File: src/rtl/clock_strobe_gen.sv
// ---------------------------------------------------------------------------
// clock_strobe_gen
//
// Clock-enable generator placed directly behind the PLL wrapper. It turns the
// PLL lock indication into a clean design reset and produces NUM_CH
// fractional-rate strobes, each from a run-time programmable phase
// accumulator. Downstream logic runs on the single PLL clock and uses the
// strobes as clock enables.
//
// Ports:
//   clock            PLL output clock, all logic on the rising edge
//   reset            synchronous, active-high
//   pll_locked       PLL lock, already synchronised to clock
//   rst_out          design reset, active-high, registered
//   cfg_valid        config request
//   cfg_ready        config port can accept (low while a request is pending)
//   cfg_ch           target channel (ignored when cfg_broadcast)
//   cfg_broadcast    apply the request to every channel
//   cfg_inc          phase increment
//   cfg_en           channel enable
//   cfg_phase_reset  clear the target accumulator(s) when applied
//   strobe           one-cycle clock-enable pulses, bit i = channel i
// ---------------------------------------------------------------------------
module clock_strobe_gen #(
   parameter int unsigned NUM_CH     = 4,
   parameter int unsigned ACC_W      = 24,
   parameter int unsigned RESET_HOLD = 16,
   localparam int unsigned CH_W      = (NUM_CH > 1) ? $clog2(NUM_CH) : 1
) (
   input  logic              clock,
   input  logic              reset,
   input  logic              pll_locked,
   output logic              rst_out,
   input  logic              cfg_valid,
   output logic              cfg_ready,
   input  logic [CH_W-1:0]   cfg_ch,
   input  logic              cfg_broadcast,
   input  logic [ACC_W-1:0]  cfg_inc,
   input  logic              cfg_en,
   input  logic              cfg_phase_reset,
   output logic [NUM_CH-1:0] strobe
);

   // Counter only needs to reach RESET_HOLD-1.
   localparam int unsigned CNT_W = (RESET_HOLD > 1) ? $clog2(RESET_HOLD) : 1;
   localparam logic [CNT_W-1:0] CNT_LAST = CNT_W'(RESET_HOLD - 1);

   // ------------------------------------------------------------------------
   // Reset sequencer
   // ------------------------------------------------------------------------
   typedef enum logic [1:0] {StHold, StCount, StRun} seq_state_e;

   seq_state_e        state_q, state_d;
   logic [CNT_W-1:0]  cnt_q, cnt_d;
   logic              rst_out_q;

   always_comb begin
      state_d = state_q;
      cnt_d   = '0;
      unique case (state_q)
         StHold: begin
            if (pll_locked) state_d = StCount;
         end
         StCount: begin
            if (!pll_locked) begin
               state_d = StHold;
            end else if (cnt_q == CNT_LAST) begin
               state_d = StRun;
            end else begin
               cnt_d = cnt_q + 1'b1;
            end
         end
         StRun: begin
            if (!pll_locked) state_d = StHold;
         end
         default: state_d = StHold;
      endcase
   end

   always_ff @(posedge clock) begin
      if (reset) begin
         state_q   <= StHold;
         cnt_q     <= '0;
         rst_out_q <= 1'b1;
      end else begin
         state_q   <= state_d;
         cnt_q     <= cnt_d;
         rst_out_q <= (state_q != StRun);
      end
   end

   // Lock loss clears the channels on the same edge that the sequencer drops
   // back to HOLD, so accumulation is qualified by the live lock as well.
   logic run;
   assign run     = (state_q == StRun) && pll_locked;
   assign rst_out = rst_out_q;

   // ------------------------------------------------------------------------
   // Config port: one-entry pending register, applied on the following cycle
   // ------------------------------------------------------------------------
   logic              pend_valid_q;
   logic [CH_W-1:0]   pend_ch_q;
   logic              pend_bc_q;
   logic [ACC_W-1:0]  pend_inc_q;
   logic              pend_en_q;
   logic              pend_pr_q;
   logic              accept;

   assign cfg_ready = !pend_valid_q;
   assign accept    = cfg_valid && cfg_ready;

   always_ff @(posedge clock) begin
      if (reset) begin
         pend_valid_q <= 1'b0;
         pend_ch_q    <= '0;
         pend_bc_q    <= 1'b0;
         pend_inc_q   <= '0;
         pend_en_q    <= 1'b0;
         pend_pr_q    <= 1'b0;
      end else begin
         if (pend_valid_q) begin
            pend_valid_q <= 1'b0;
         end else if (accept) begin
            pend_valid_q <= 1'b1;
            pend_ch_q    <= cfg_ch;
            pend_bc_q    <= cfg_broadcast;
            pend_inc_q   <= cfg_inc;
            pend_en_q    <= cfg_en;
            pend_pr_q    <= cfg_phase_reset;
         end
      end
   end

   // ------------------------------------------------------------------------
   // Phase accumulators
   // ------------------------------------------------------------------------
   logic [NUM_CH-1:0][ACC_W-1:0] acc_q, acc_d;
   logic [NUM_CH-1:0][ACC_W-1:0] inc_q, inc_d;
   logic [NUM_CH-1:0]            en_q, en_d;
   logic [NUM_CH-1:0]            strobe_q, strobe_d;
   logic [ACC_W:0]               sum;

   always_comb begin
      acc_d    = acc_q;
      inc_d    = inc_q;
      en_d     = en_q;
      strobe_d = '0;
      sum      = '0;
      for (int unsigned i = 0; i < NUM_CH; i++) begin
         sum = {1'b0, acc_q[i]} + {1'b0, inc_q[i]};
         // Out-of-range cfg_ch never matches, so such requests are dropped.
         if (pend_valid_q && (pend_bc_q || (32'(pend_ch_q) == i))) begin
            // Apply replaces this cycle's accumulate; new inc takes effect next.
            inc_d[i] = pend_inc_q;
            en_d[i]  = pend_en_q;
            if (pend_pr_q || !run) acc_d[i] = '0;
         end else if (run && en_q[i]) begin
            acc_d[i]    = sum[ACC_W-1:0];
            strobe_d[i] = sum[ACC_W];
         end else begin
            acc_d[i] = '0;
         end
      end
   end

   always_ff @(posedge clock) begin
      if (reset) begin
         acc_q    <= '0;
         inc_q    <= '0;
         en_q     <= '0;
         strobe_q <= '0;
      end else begin
         acc_q    <= acc_d;
         inc_q    <= inc_d;
         en_q     <= en_d;
         strobe_q <= strobe_d;
      end
   end

   assign strobe = strobe_q;

endmodule

File: config.mk
export PLATFORM = sky130hd
export DESIGN_NAME = clock_strobe_gen
export DESIGN_NICKNAME = d
export VERILOG_FILES = /design/src/rtl/clock_strobe_gen.sv
export SDC_FILE = /design/constraint.sdc
export NUM_CORES = 1
export LEC_CHECK = 0
export BUFFER_PORTS_ARGS = -buffer_cell sky130_fd_sc_hd__buf_4
export CAP_MARGIN = 15
export CORE_MARGIN = 4
export CORE_UTILIZATION = 50
export CTS_BUF_LIST = sky130_fd_sc_hd__clkbuf_4 sky130_fd_sc_hd__clkbuf_8 sky130_fd_sc_hd__clkbuf_16
export DETAILED_ROUTE_END_ITERATION = 6
export PLACE_DENSITY = 0.7
export SLEW_MARGIN = 10
export SYNTH_ARGS = -nofsm -noshare
export SYNTH_HDL_FRONTEND = slang
export SYNTH_SLANG_ARGS = --single-unit
File: constraint.sdc
create_clock -name clock -period 7.87 [get_ports clock]
set_clock_uncertainty 0.1 [all_clocks]
set_input_delay 0.3935 -clock clock [delete_from_list [all_inputs] [get_ports clock]]
set_output_delay 0.3935 -clock clock [all_outputs]
set_load 0.01 [all_outputs]
==> qor.yml <==
synth.top_cell.area_share_pct: 39.2
wl_per_cell_um: 16.5
clkSinkCount: 237
critical-path-max-stage-delay_ns: 0.40
nFillCells: 2175
cp_slowest_cell: "a2111oi_2"
num-nets-final: 1610
die_y_um: 164
finalSetupViolCount: 0
drc_errors: 0
rows: 56
synth.distinct_cells: 69
rsz0062_at_grt: "no"
antenna_found_initial: 0
cp_max_fo: 3
diodes: 0
path_depth: 12
track_usage_pct: 22.3
tightest_slew_ns: 1.09
r2r_end: "acc_q[46]"
cp.buffers_inverters: 1
worst_setup_path_start_kind: "flip-flop"
synth_most_common_cell: "nand2_1"
post_cts_buffers: 0
crit_path_frequent_cell: "o21ai_1"
crit_path_end: "acc_q[46]"
vias: 10300
synth_area_mm2: 0.0121
ys.flop_type: "dfxtp_1"
cp-startpoint: "acc_q[24]"
maxSlewViolCount: 0
ir_worst_vdd_mv: 0.209
seqPwrFrac_pct: 46.6
p_per_area_mw_per_mm2: 195
cp.required_ns: 8.19
start_util_pct: 51.2
fin_crit_sh_pct: 39.7
first_global_vias: 9683
syn_avg_cell_area_um2: 8.34
root_buffer: "clkbuf_16"
swShare_pct: 21.9
setup-tns-final_ns: 0
cts_max_level: 1
synth_edf_count: 0
clkTransAtPathRegs_ns: 0.06
drive_gt1_share_pct: 8.03
fmax_mhz: 320
cts-buffers-inserted: 27
netlist_top_cells_count: "nand2_1, dfxtp_1, a21oi_1"
hold_viol: 0
yosys-top-cells-area: "dfxtp_1, ha_1, nand2_1"
grt_pass1_wl_um: 48900
core_mm2: 0.0237
p_leak_nw: 5.78
cts_tree: "done"
finalNonFillerCells: 1814
power.internal_mw: 2.09
clkLatencyLatePin_ns: 0.53
wl_um: 30000
grt_max_degree: 86
outcome: "complete, no violations"
drtPass1Iterations: 5
pwr-share-clk_pct: 50.1
ant_nets: 0
portBuffers: 38
r2r_cells: 12
post-route-min-period_ns: 3.12
ys_seq_elements: 237
power_frac_comb_pct: 3.3
criticalPathCategory: "flip-flop to flip-flop"
drt_iter0_drc: 643
end_kind: "flip-flop"
cp_top_family: "compound AO/OA/AOI/OAI gates"
reg2reg_from: "acc_q[24]"
ys_warn_count: 0
ios: 39
post_cts_resize_count: 0
routabilityCongestion: 0.881
r2r_setup_slack_ns: 4.75
grt-ovfl-total: 0
yosysSeqAreaShare_pct: 39.2
arrival_ns: 3.44
die_w_um: 164
p_sw_mw: 0.585
syn_inst: 1453
crit_chain: "ha_1, inv_1, fa_1, nor2b_1, o21ai_1, a21boi_1, o31ai_2, a31oi_1, o21ai_1, a2111oi_2, o21ai_0, a32o_1"
die_area_mm2: 0.0268
async_flop_share_pct: 0
hold_path.class: "primary input to flip-flop"
syn_nets: 1587
place_inst: 1760
vias_per_cell: 5.67
max-cap-violations: 0
yosys.area.top_type: "dfxtp_1"
max_slew_margin_pct: 26.4
hpwl_um: 20300
clock_path_buffers: 3
syn_to_final_growth_pct: 13.2
==> per-layer routing <==
layer	vias up	share of wire (%)	global-route usage [%]
met5	-	0	0
met2	238	46	37.2
li1	5186	-	-
met4	0	2.1	5.60
met1	4821	47	30.8
met3	46	5.0	2.67
==> cells by family (layout without fill, tap and decap cells) <==
logic type | after synthesis | after routing | share of synthesized area [%]
fa+ha+maj | 101 | 101 | 10.7
xor+xnor | 80 | 80 | 5.78
compound gates | 453 | 453 | 24.4
simple gates | 481 | 481 | 16.8
flops | 237 | 237 | 39.2
buf+inv | 101 | 143 | 3.14
==> placed cells by master, fill, tap and decap left out, types with 12 or more instances in the layout <==
master       n
a21o_1      40
a21oi_1    193
a22o_1      57
a22oi_1     20
buf_4       48
clkbuf_16   27
dfxtp_1    237
ha_1        97
inv_1       39
nand2_1    309
nand3_1     20
nor2_1      77
nor2b_1     12
nor3_1      12
o21ai_0     43
xnor2_1     51
xor2_1      29
==> repair_timing <==
item / 4_1_cts / 5_1_grt
endpoints found under the setup margin: 0 / 0
hold buffers: 4 / 0
hold endpoints to repair: 4 / 0
==> registers in the layout (all words and copies together), names as in the netlist <==
register and cells:
pend_ch_q 2, cnt_q 4, pend_pr_q 1, pend_bc_q 1, strobe 4, rst_out 1
inc_q 96, pend_inc_q 24, pend_en_q 1, acc_q 96, state_q 2, pend_valid_q 1
en_q 4
==> power by group through the flow <==
| stage | Combinational (mW) | Clock [mW] | Sequential [mW] |
|---|---|---|---|
| after floorplan | 0.0576 | 0 | 1.25 |
| after global placement | 0.0831 | 0 | 1.27 |
| after detailed placement | 0.0843 | 0 | 1.27 |
| after CTS | 0.0863 | 1.36 | 1.24 |
| after global routing | 0.0978 | 1.41 | 1.25 |
| final | 0.0880 | 1.34 | 1.25 |
==> worst min-delay path, delay by kind of cell <==
family                 cells  cell delay (ns)
AO/OA/AOI/OAI              1             0.05
buffers and inverters      1             0.11
AND/OR/NAND/NOR            1             0.05
==> stage by stage <==
stage               hold slack [ns]  setup slack (ns)  util (%)  total power, mW  instance area [um2]
floorplan                     0.318              5.12         -             1.31                12100
global placement              0.331              4.65      53.5             1.35                12700
detailed placement            0.348              4.59      53.5             1.36                12700
CTS                         0.00103              4.75      57.8             2.69                13700
global route                 0.0130              4.49      57.9             2.76                13700
finish                       0.0185              4.75      57.9             2.67                13700
==> worst min path at each step <==
stage	from	to	slack, ns	cells past startpoint
floorplan	cnt_q[0]	cnt_q[0]	0.32	1
global placement	cnt_q[0]	cnt_q[0]	0.33	1
CTS	cfg_inc[19]	pend_inc_q[19]	0.001	3
global route	cfg_inc[16]	pend_inc_q[16]	0.01	3
detailed placement	en_q[1]	en_q[1]	0.35	2
finish	cfg_inc[19]	pend_inc_q[19]	0.02	3
==> final cells by class <==
class                      instances  area, um2  share of cell area [%]
clock buffer                      42        857                    6.25
clock inverter                     6        109                   0.794
inverter                          40        150                    1.09
multi-input combinational       1115       7020                    51.2
sequential                       237       4740                    34.6
tap                              319        399                    2.91
timing repair buffer              55        438                    3.19
Power figures use the tool's default switching activity.
